## src/rtl/pong_pkg.sv

```systemverilog
// Shared pong board constants and the ball state encoding.
package pong_pkg;

  localparam int unsigned BOARD_WIDTH   = 40;
  localparam int unsigned BOARD_HEIGHT  = 30;
  localparam int unsigned PADDLE_HEIGHT = 6;
  localparam int unsigned TILE_W        = 6;

  typedef enum logic [1:0] {
    IDLE,
    RUN,
    SCORED
  } ball_state_e;

endpackage

```

## src/rtl/pong_tick_gen.sv

```systemverilog
// Rate counter: o_tick is high for one cycle every PERIOD enabled cycles.
module pong_tick_gen #(
  parameter int unsigned PERIOD = 1250000
) (
  input  logic clk,
  input  logic i_rst_n,
  input  logic i_enable,
  output logic o_tick
);

  localparam int unsigned CW = (PERIOD > 1) ? $clog2(PERIOD) : 1;

  logic [CW-1:0] cnt;
  logic          last;

  assign last   = (cnt == CW'(PERIOD - 1));
  assign o_tick = i_enable && last;

  // Disabled means held at zero, so every enable starts a full period.
  always_ff @(posedge clk or negedge i_rst_n) begin
    if (!i_rst_n) begin
      cnt <= '0;
    end else if (!i_enable || last) begin
      cnt <= '0;
    end else begin
      cnt <= cnt + CW'(1);
    end
  end

endmodule

```

## src/rtl/pong_ball.sv

```systemverilog
// Ball engine: moves the ball per tick, reflects off walls and paddles,
// pulses a score on a miss and draws the ball tile for the renderer.
module pong_ball #(
  parameter int unsigned BOARD_WIDTH   = pong_pkg::BOARD_WIDTH,
  parameter int unsigned BOARD_HEIGHT  = pong_pkg::BOARD_HEIGHT,
  parameter int unsigned PADDLE_HEIGHT = pong_pkg::PADDLE_HEIGHT,
  parameter int unsigned BALL_SPEED    = 1250000
) (
  input  logic                        clk,
  input  logic                        i_rst_n,
  input  logic                        i_game_active,
  input  logic [pong_pkg::TILE_W-1:0] i_paddle1_y,
  input  logic [pong_pkg::TILE_W-1:0] i_paddle2_y,
  input  logic [pong_pkg::TILE_W-1:0] i_col_counter_div,
  input  logic [pong_pkg::TILE_W-1:0] i_row_counter_div,
  output logic [pong_pkg::TILE_W-1:0] o_ball_x,
  output logic [pong_pkg::TILE_W-1:0] o_ball_y,
  output logic                        o_draw,
  output logic                        o_p1_score,
  output logic                        o_p2_score
);

  import pong_pkg::*;

  localparam logic [TILE_W-1:0] X_CTR = TILE_W'(BOARD_WIDTH / 2);
  localparam logic [TILE_W-1:0] Y_CTR = TILE_W'(BOARD_HEIGHT / 2);
  localparam logic [TILE_W-1:0] X_MIN = TILE_W'(1);
  localparam logic [TILE_W-1:0] X_MAX = TILE_W'(BOARD_WIDTH - 2);
  localparam logic [TILE_W-1:0] Y_MAX = TILE_W'(BOARD_HEIGHT - 1);

  ball_state_e       state, state_n;
  logic [TILE_W-1:0] x, y, x_n, y_n;
  logic              dx, dy, dx_n, dy_n;
  logic              p1s_n, p2s_n;
  logic              tick;

  pong_tick_gen #(.PERIOD(BALL_SPEED)) u_tick (
    .clk      (clk),
    .i_rst_n  (i_rst_n),
    .i_enable (state == RUN),
    .o_tick   (tick)
  );

  // Range check widened by one bit so top + PADDLE_HEIGHT-1 cannot wrap.
  function automatic logic paddle_hit(input logic [TILE_W-1:0] top,
                                      input logic [TILE_W-1:0] ball);
    logic [TILE_W:0] t, b;
    t = {1'b0, top};
    b = {1'b0, ball};
    return (b >= t) && (b <= t + (TILE_W + 1)'(PADDLE_HEIGHT - 1));
  endfunction

  always_comb begin
    state_n = state;
    x_n     = x;
    y_n     = y;
    dx_n    = dx;
    dy_n    = dy;
    p1s_n   = 1'b0;
    p2s_n   = 1'b0;
    case (state)
      IDLE: begin
        x_n = X_CTR;
        y_n = Y_CTR;
        if (i_game_active) state_n = RUN;
      end
      RUN: begin
        if (!i_game_active) begin
          state_n = IDLE;
          x_n     = X_CTR;
          y_n     = Y_CTR;
          dy_n    = 1'b1;
        end else if (tick) begin
          if (y == '0 && !dy) begin
            dy_n = 1'b1;
            y_n  = TILE_W'(1);
          end else if (y == Y_MAX && dy) begin
            dy_n = 1'b0;
            y_n  = Y_MAX - TILE_W'(1);
          end else begin
            y_n = dy ? y + TILE_W'(1) : y - TILE_W'(1);
          end

          if (x == X_MIN && !dx) begin
            if (paddle_hit(i_paddle1_y, y)) begin
              dx_n = 1'b1;
              x_n  = X_MIN + TILE_W'(1);
            end else begin
              state_n = SCORED;
              p2s_n   = 1'b1;
              dx_n    = 1'b0;
            end
          end else if (x == X_MAX && dx) begin
            if (paddle_hit(i_paddle2_y, y)) begin
              dx_n = 1'b0;
              x_n  = X_MAX - TILE_W'(1);
            end else begin
              state_n = SCORED;
              p1s_n   = 1'b1;
              dx_n    = 1'b1;
            end
          end else begin
            x_n = dx ? x + TILE_W'(1) : x - TILE_W'(1);
          end
        end
      end
      SCORED: begin
        state_n = IDLE;
        x_n     = X_CTR;
        y_n     = Y_CTR;
        dy_n    = 1'b1;
      end
      default: state_n = IDLE;
    endcase
  end

  always_ff @(posedge clk or negedge i_rst_n) begin
    if (!i_rst_n) begin
      state      <= IDLE;
      x          <= X_CTR;
      y          <= Y_CTR;
      dx         <= 1'b1;
      dy         <= 1'b1;
      o_p1_score <= 1'b0;
      o_p2_score <= 1'b0;
      o_draw     <= 1'b0;
    end else begin
      state      <= state_n;
      x          <= x_n;
      y          <= y_n;
      dx         <= dx_n;
      dy         <= dy_n;
      o_p1_score <= p1s_n;
      o_p2_score <= p2s_n;
      o_draw     <= (state != SCORED) && (i_col_counter_div == x) &&
                    (i_row_counter_div == y);
    end
  end

  assign o_ball_x = x;
  assign o_ball_y = y;

endmodule

```

## config.mk

```make
export PLATFORM = sky130hd
export DESIGN_NAME = pong_ball
export DESIGN_NICKNAME = d
export VERILOG_FILES = /design/src/rtl/pong_pkg.sv /design/src/rtl/pong_tick_gen.sv /design/src/rtl/pong_ball.sv
export SDC_FILE = /design/constraint.sdc
export NUM_CORES = 1
export LEC_CHECK = 0
export BUFFER_PORTS_ARGS = -buffer_cell sky130_fd_sc_hd__buf_2
export CAP_MARGIN = 20
export CELL_PAD_IN_SITES_DETAIL_PLACEMENT = 0
export CELL_PAD_IN_SITES_GLOBAL_PLACEMENT = 2
export CORE_ASPECT_RATIO = 1.5
export CORE_MARGIN = 2
export CORE_UTILIZATION = 32
export CTS_CLUSTER_DIAMETER = 80
export DETAILED_ROUTE_END_ITERATION = 10
export PLACE_DENSITY = 0.76
export SYNTH_ARGS = -nofsm -noshare
export SYNTH_HDL_FRONTEND = slang
export SYNTH_SLANG_ARGS = --single-unit
```

## constraint.sdc

```tcl
create_clock -name clk -period 2.2 [get_ports clk]
set_input_delay 0.44 -clock clk [delete_from_list [all_inputs] [get_ports clk]]
set_output_delay 0.44 -clock clk [all_outputs]
set_load 0.05 [all_outputs]
```

==> flow_summary.ini, run 1 <==
[status]
status = finished with violations
violations = negative setup slack

[logic_synthesis]
synth_cells = 367
synth_edf_count = 0
synth_warnings = 0
synthTopCellsByArea = dfrtp_1 25%, ha_1 15%, dfstp_2 6.5%, xor2_1 6.2%, xnor2_1 5.6%
syn_area_per_cell_um2 = 8.88
synth-seq-cells = 40
synth_top_area_share_pct = 24.6
ys_seq_area_share_pct = 31.0
synth.largest_area_cell = dfrtp_1
synth.distinct_cells = 57
synth_ff_type = dfrtp_1
synth_area_um2 = 3260
async_flop_share_pct = 100
synth_nets = 433

[cells_and_area]
final_cell_area_um2 = 4750
stdcell_count = 608
area_delta_synth_final_pct = 45.7
nets = 556
drive_gt1_share_pct = 38.1
n_antenna_cell = 0

[global_route]
grt_first_pass_wirelength_um = 15300
grt_pass1_vias = 3329
grt_usage_pct = 17.4
grt_remaining_overflow = 0
antenna_found_initial = 0
grt_start_max_net_pins = 27

[floorplan]
ios = 42
start_util_pct = 32.5
row_count = 45
die_w_um = 86.4
coreArea_um2 = 10000
die_area_um2 = 11000
die_h_um = 128

[setup_path]
worstSetupEndpointType = flop
crit_fanout = 3
arrival_ps = 2530
reg2regPathDepth = 9
r2r_start = o_ball_y[0]$_DFFE_PN1P_
cp.required_ps = 2360
path_class = in -> reg
r2r_end = o_ball_x[3]$_DFFE_PN0P_
r2r_slack_ps = -170
worst_setup_path_start_kind = input pin
crit_start = i_paddle1_y[1]
critPathCapture = o_ball_x[3]$_DFFE_PN0P_

[route]
ant_nets = 0
wl_um = 9390
post_drt_wl_per_cell_um = 15.4
drc = 0
dr.pass1.iters = 5
viasPerCell = 5.14
drtIter0Drc = 85
via_count = 3124

[cts]
htree_levels = 2
tritoncts = built
cts-root-buf = clkbuf_16
numCtsBuffers = 5
worst_setup_hold_path_clk_slew_ps = 60
ctsLongestPathBuffers = 2
cts_hold_buf = 0
cts_sinks = 40
insertion_delay_ps = 280

[worst_hold_path]
hp-class = in -> async

[placed_design]
post-place-ws_ps = -587
place_congestion = 0.802
place_hpwl_um = 7540
place.port_buffers = 41
post_dp_cell_area_um2 = 4190
dp_cells = 591

[timing]
finClkSkew_ps = 3.58
maxSlewViolCount = 0
period_share_pct = 108
rsz0062_at_grt = yes
hold_violations = 0
hold_slack_ps = 159
worst_slack_ps = -172
fmax_mhz = 422
final-setup-viol-count = 8
max_slew_margin_pct = 60.7
layout_min_cycle_time_ps = 2370
worstMarginPinSlew_ps = 590

[power]
pwr_density_cell_nw_per_um2 = 698
power.leakage_uw = 0.00221
power_uw = 3310
peakVddDrop_mv = 0.329

[flow_run]
maxCapViolCount = 0
## power by group
group | leakage, µW | internal (µW) | switching (µW) | total (µW)
logic | 0.00161 | 737 | 882 | 1620
registers | 0.000524 | 818 | 59.2 | 877
clock network | 0.0000808 | 533 | 281 | 815
total | 0.00221 | 2090 | 1220 | 3310
## layout by cell type, fill, tap and decap left out, types with 3 or more instances in the layout
cell type / synthesis / layout
a21o_1: 9 / 9
a21oi_1: 23 / 14
a21oi_2: 0 / 7
a31oi_1: 5 / 4
and3_1: 8 / 8
and4_1: 3 / 3
buf_2: 0 / 36
buf_4: 0 / 74
buf_6: 0 / 8
buf_8: 0 / 3
clkbuf_16: 0 / 5
dfrtp_1: 32 / 31
dfstp_2: 8 / 7
ha_1: 38 / 30
ha_4: 0 / 8
inv_1: 25 / 24
mux2i_1: 3 / 3
nand2_1: 24 / 23
nand3_1: 18 / 15
nand3_2: 0 / 3
nand4_1: 10 / 10
nor2_1: 41 / 38
nor3_1: 9 / 9
nor4_1: 5 / 4
o21ai_0: 11 / 7
o21ai_2: 0 / 3
xnor2_1: 21 / 21
xor2_1: 23 / 23
## Yosys cell counts (2+ instances only)
cell type / count
a21o_1: 9
a21oi_1: 23
a31oi_1: 5
and2_1: 2
and3_1: 8
and4_1: 3
clkbuf_1: 6
dfrtp_1: 32
dfstp_2: 8
ha_1: 38
inv_1: 25
mux2_2: 2
mux2i_1: 3
nand2_1: 24
nand3_1: 18
nand3b_1: 2
nand4_1: 10
nand4bb_1: 2
nor2_1: 41
nor3_1: 9
nor4_1: 5
o21a_1: 2
o21ai_0: 11
o31ai_1: 2
o41ai_1: 3
xnor2_1: 21
xor2_1: 23
## registers in the layout, summed over array words and instances, names as in the netlist
register / cells
dy: 1
state: 2
o_draw: 1
u_tick.cnt: 21
o_ball_y: 6
o_ball_x: 6
o_p2_score: 1
dx: 1
o_p1_score: 1
## through the flow
step / utilization, % / setup TNS [ps]
floorplan: - / -1290
global placement: 41.8 / -3960
detailed placement: 41.8 / -4180
CTS: 45.6 / -1140
global route: 47.4 / -1700
finish: 47.4 / -785
## logic make-up after synthesis
family	Yosys count	share of synthesized area, %
multiplexers	5	1.61
XOR/XNOR	44	11.8
flip-flops	40	31.0
adder cells (fa/ha/maj)	39	15.2
AO/OA/AOI/OAI	69	13.9
AND/OR/NAND/NOR	139	22.9
buffers and inverters	31	3.57
## worst min path at each step
| stage | end | depth (start not counted) |
|---|---|---|
| floorplan | o_ball_x[0]$_DFFE_PN0P_ | 0 |
| global placement | u_tick.cnt[6]$_DFF_PN0_ | 1 |
| detailed placement | u_tick.cnt[6]$_DFF_PN0_ | 1 |
| CTS | u_tick.cnt[6]$_DFF_PN0_ | 1 |
| global route | u_tick.cnt[6]$_DFF_PN0_ | 1 |
| finish | u_tick.cnt[6]$_DFF_PN0_ | 1 |
## area by class of cell
cell class / instances / area (µm²)
sequential: 40 / 1020
clock buffer: 6 / 129
fill: 978 / 5280
inverter: 25 / 101
tap: 117 / 146
multi-input combinational: 296 / 2430
clock inverter: 2 / 35.0
timing repair buffer: 122 / 891
## worst max-delay path, cell delays in order
cell and delay [ps]:
buf_8 100, ha_4 150, buf_4 130, xor2_1 140
ha_1 310, a21oi_1 130, a21o_1 140, a21oi_2 60
o211a_1 270, or3_4 360, a221o_1 310
## repair_timing
| item | 4_1_cts | 5_1_grt |
|---|---|---|
| pin swaps | 29 | 21 |
| gates resized for setup | 30 | 34 |
| endpoints found under the setup margin | 8 | 14 |
| buffers inserted | 9 | 5 |
## routing by layer
metal  track usage [%]  routed length, µm  vias up
met5                 0                  0        -
met4              6.99                282        0
met3              1.94                203       19
met2              34.2               5470       50
met1              18.1               3430     1497
li1                  -                  -     1558
(Power assumes the default switching activity.)
==> run 2, diff against run 1 <==
--- a/config.mk
+++ b/config.mk
@@ -14,7 +14,7 @@
 export CORE_UTILIZATION = 32
 export CTS_CLUSTER_DIAMETER = 80
 export DETAILED_ROUTE_END_ITERATION = 10
-export PLACE_DENSITY = 0.76
+export PLACE_DENSITY = 0.87
 export SYNTH_ARGS = -nofsm -noshare
 export SYNTH_HDL_FRONTEND = slang
 export SYNTH_SLANG_ARGS = --single-unit
==> run 2 against run 1 <==
Net effect: the run still ends with negative setup slack left; final cell count is 1.5% lower; worst hold slack gained 8.5 ps; sequential share of layout area grew 0.32 points; clock power barely moved; worst setup slack lost 62 ps; maximum frequency is 2.5% lower; core utilization is 0.70 points lower; cell area is 1.5% lower; critical path depth decreased by 2; non-clock buffer count is 9 lower; first-iteration DRC count stayed put; sequential power up 2.3%; critical endpoint unchanged; largest cell class unchanged.
==> flow_summary.ini, run 2 (synthesized netlist as in run 1, its figures left out) <==
[setup_path]
r2r_start = o_ball_y[0]$_DFFE_PN1P_
crit_start = o_ball_y[0]$_DFFE_PN1P_
critPathCapture = o_ball_x[3]$_DFFE_PN0P_
reg2regPathDepth = 9
crit_fanout = 5
r2r_slack_ps = -230
arrival_ps = 2590
worst_setup_path_start_kind = flop
cp.required_ps = 2360
path_class = reg -> reg
r2r_end = o_ball_x[3]$_DFFE_PN0P_
worstSetupEndpointType = flop

[route]
drc = 0
dr.pass1.iters = 4
viasPerCell = 5.23
post_drt_wl_per_cell_um = 15.5
ant_nets = 0
drtIter0Drc = 85
wl_um = 9280
via_count = 3132

[cells_and_area]
final_cell_area_um2 = 4680
multi_input_area_um2 = 2430
largest-register = u_tick.cnt
nets = 547
n_antenna_cell = 0
area_delta_synth_final_pct = 43.5
fill_cells = 991
final_common_cell = buf_4
most-common-layout-cells = 65 x buf_4, 39 x nor2_1, 37 x buf_2
drive_gt1_share_pct = 36.7
regArea_um2 = 1020
largest_reg_flops = 21

[floorplan]
row_count = 45
die_w_um = 86.4
die_area_um2 = 11000
start_util_pct = 32.5
die_h_um = 128
coreArea_um2 = 10000
ios = 42

[cts]
tritoncts = built
ctsLongestPathBuffers = 2
htree_levels = 2
numCtsBuffers = 5
insertion_delay_ps = 280
cts-root-buf = clkbuf_16
worst_setup_hold_path_clk_slew_ps = 60
cts_sinks = 40

[global_route]
grt_start_max_net_pins = 26
grt_first_pass_wirelength_um = 15100
grt_usage_pct = 17.0
grt_remaining_overflow = 0
grt_pass1_vias = 3308
antenna_found_initial = 0

[timing]
max_slew_margin_pct = 60.1
rsz0062_at_grt = yes
finClkSkew_ps = 9.70
worstMarginPinSlew_ps = 598
fmax_mhz = 411
period_share_pct = 111
layout_min_cycle_time_ps = 2430
worst_slack_ps = -234
hold_violations = 0
maxSlewViolCount = 0
setup_tns_ps = -1140
final-setup-viol-count = 8

[status]
status = finished with violations
violations = negative setup slack

[placed_design]
place_hpwl_um = 7180
place.port_buffers = 41
place_congestion = 0.848
post_dp_cell_area_um2 = 4140

[power]
power_uw = 3300
peakVddDrop_mv = 0.326
pwr_density_cell_nw_per_um2 = 705
power.leakage_uw = 0.00217

[flow_run]
maxCapViolCount = 0

[worst_hold_path]
hp-class = in -> async
==> run 2: worst max-delay path, stage by stage (launching register included) <==
cell	delay, ps
dfstp_4	640
inv_6	50
buf_6	110
ha_4	150
nand2_4	70
a31oi_4	90
o21a_1	230
o211a_1	270
or3_4	390
a221o_1	310
==> run 2: layout make-up <==
type / instances / share of cell area, %
clock inverters: 2 / 0.749
clock buffers: 6 / 2.76
flip-flops and latches: 40 / 21.7
inverters: 25 / 2.11
multi-input cells: 296 / 52.1
well taps: 117 / 3.13
repair buffers: 113 / 17.5
==> run 2: report_power, final <==
group | internal, µW | leakage [µW] | switching [µW] | total [µW]
combinational | 716 | 0.00157 | 869 | 1580
clock | 534 | 0.0000808 | 284 | 818
sequential | 819 | 0.000524 | 78.0 | 897
total | 2070 | 0.00217 | 1230 | 3300
==> run 2: how the worst min path moves through the flow <==
stage                 start  cells past startpoint                       to
floorplan           i_rst_n                      0  o_ball_x[0]$_DFFE_PN0P_
detailed placement  i_rst_n                      1  u_tick.cnt[3]$_DFF_PN0_
global route        i_rst_n                      1     o_p2_score$_DFF_PN0_
global placement    i_rst_n                      1  u_tick.cnt[5]$_DFF_PN0_
finish              i_rst_n                      1     o_p2_score$_DFF_PN0_
CTS                 i_rst_n                      1     o_p2_score$_DFF_PN0_
==> run 2: stage by stage <==
step | util, % | hold slack, ps | setup WS [ps] | std cells
global route | 46.7 | 211 | -302 | 599
CTS | 45.3 | 180 | -206 | 595
detailed placement | 41.3 | 480 | -635 | 584
finish | 46.7 | 168 | -234 | 599
global placement | 41.3 | 465 | -555 | 584
floorplan | - | 144 | -366 | 367
==> run 2: repair_timing <==
item                       in CTS  in global routing
setup buffers                   4                  4
resized for setup              40                 21
pin swaps                      23                 10
setup endpoints to repair       9                 13
hold buffers                    0                  0
==> run 2: layer usage <==
layer	track usage [%]	vias to the layer above	part of all wire [%]
met5	0	-	0
met4	6.80	0	3.8
met3	2.07	24	2.5
met2	32.1	74	54
met1	18.9	1500	39
li1	-	1534	-
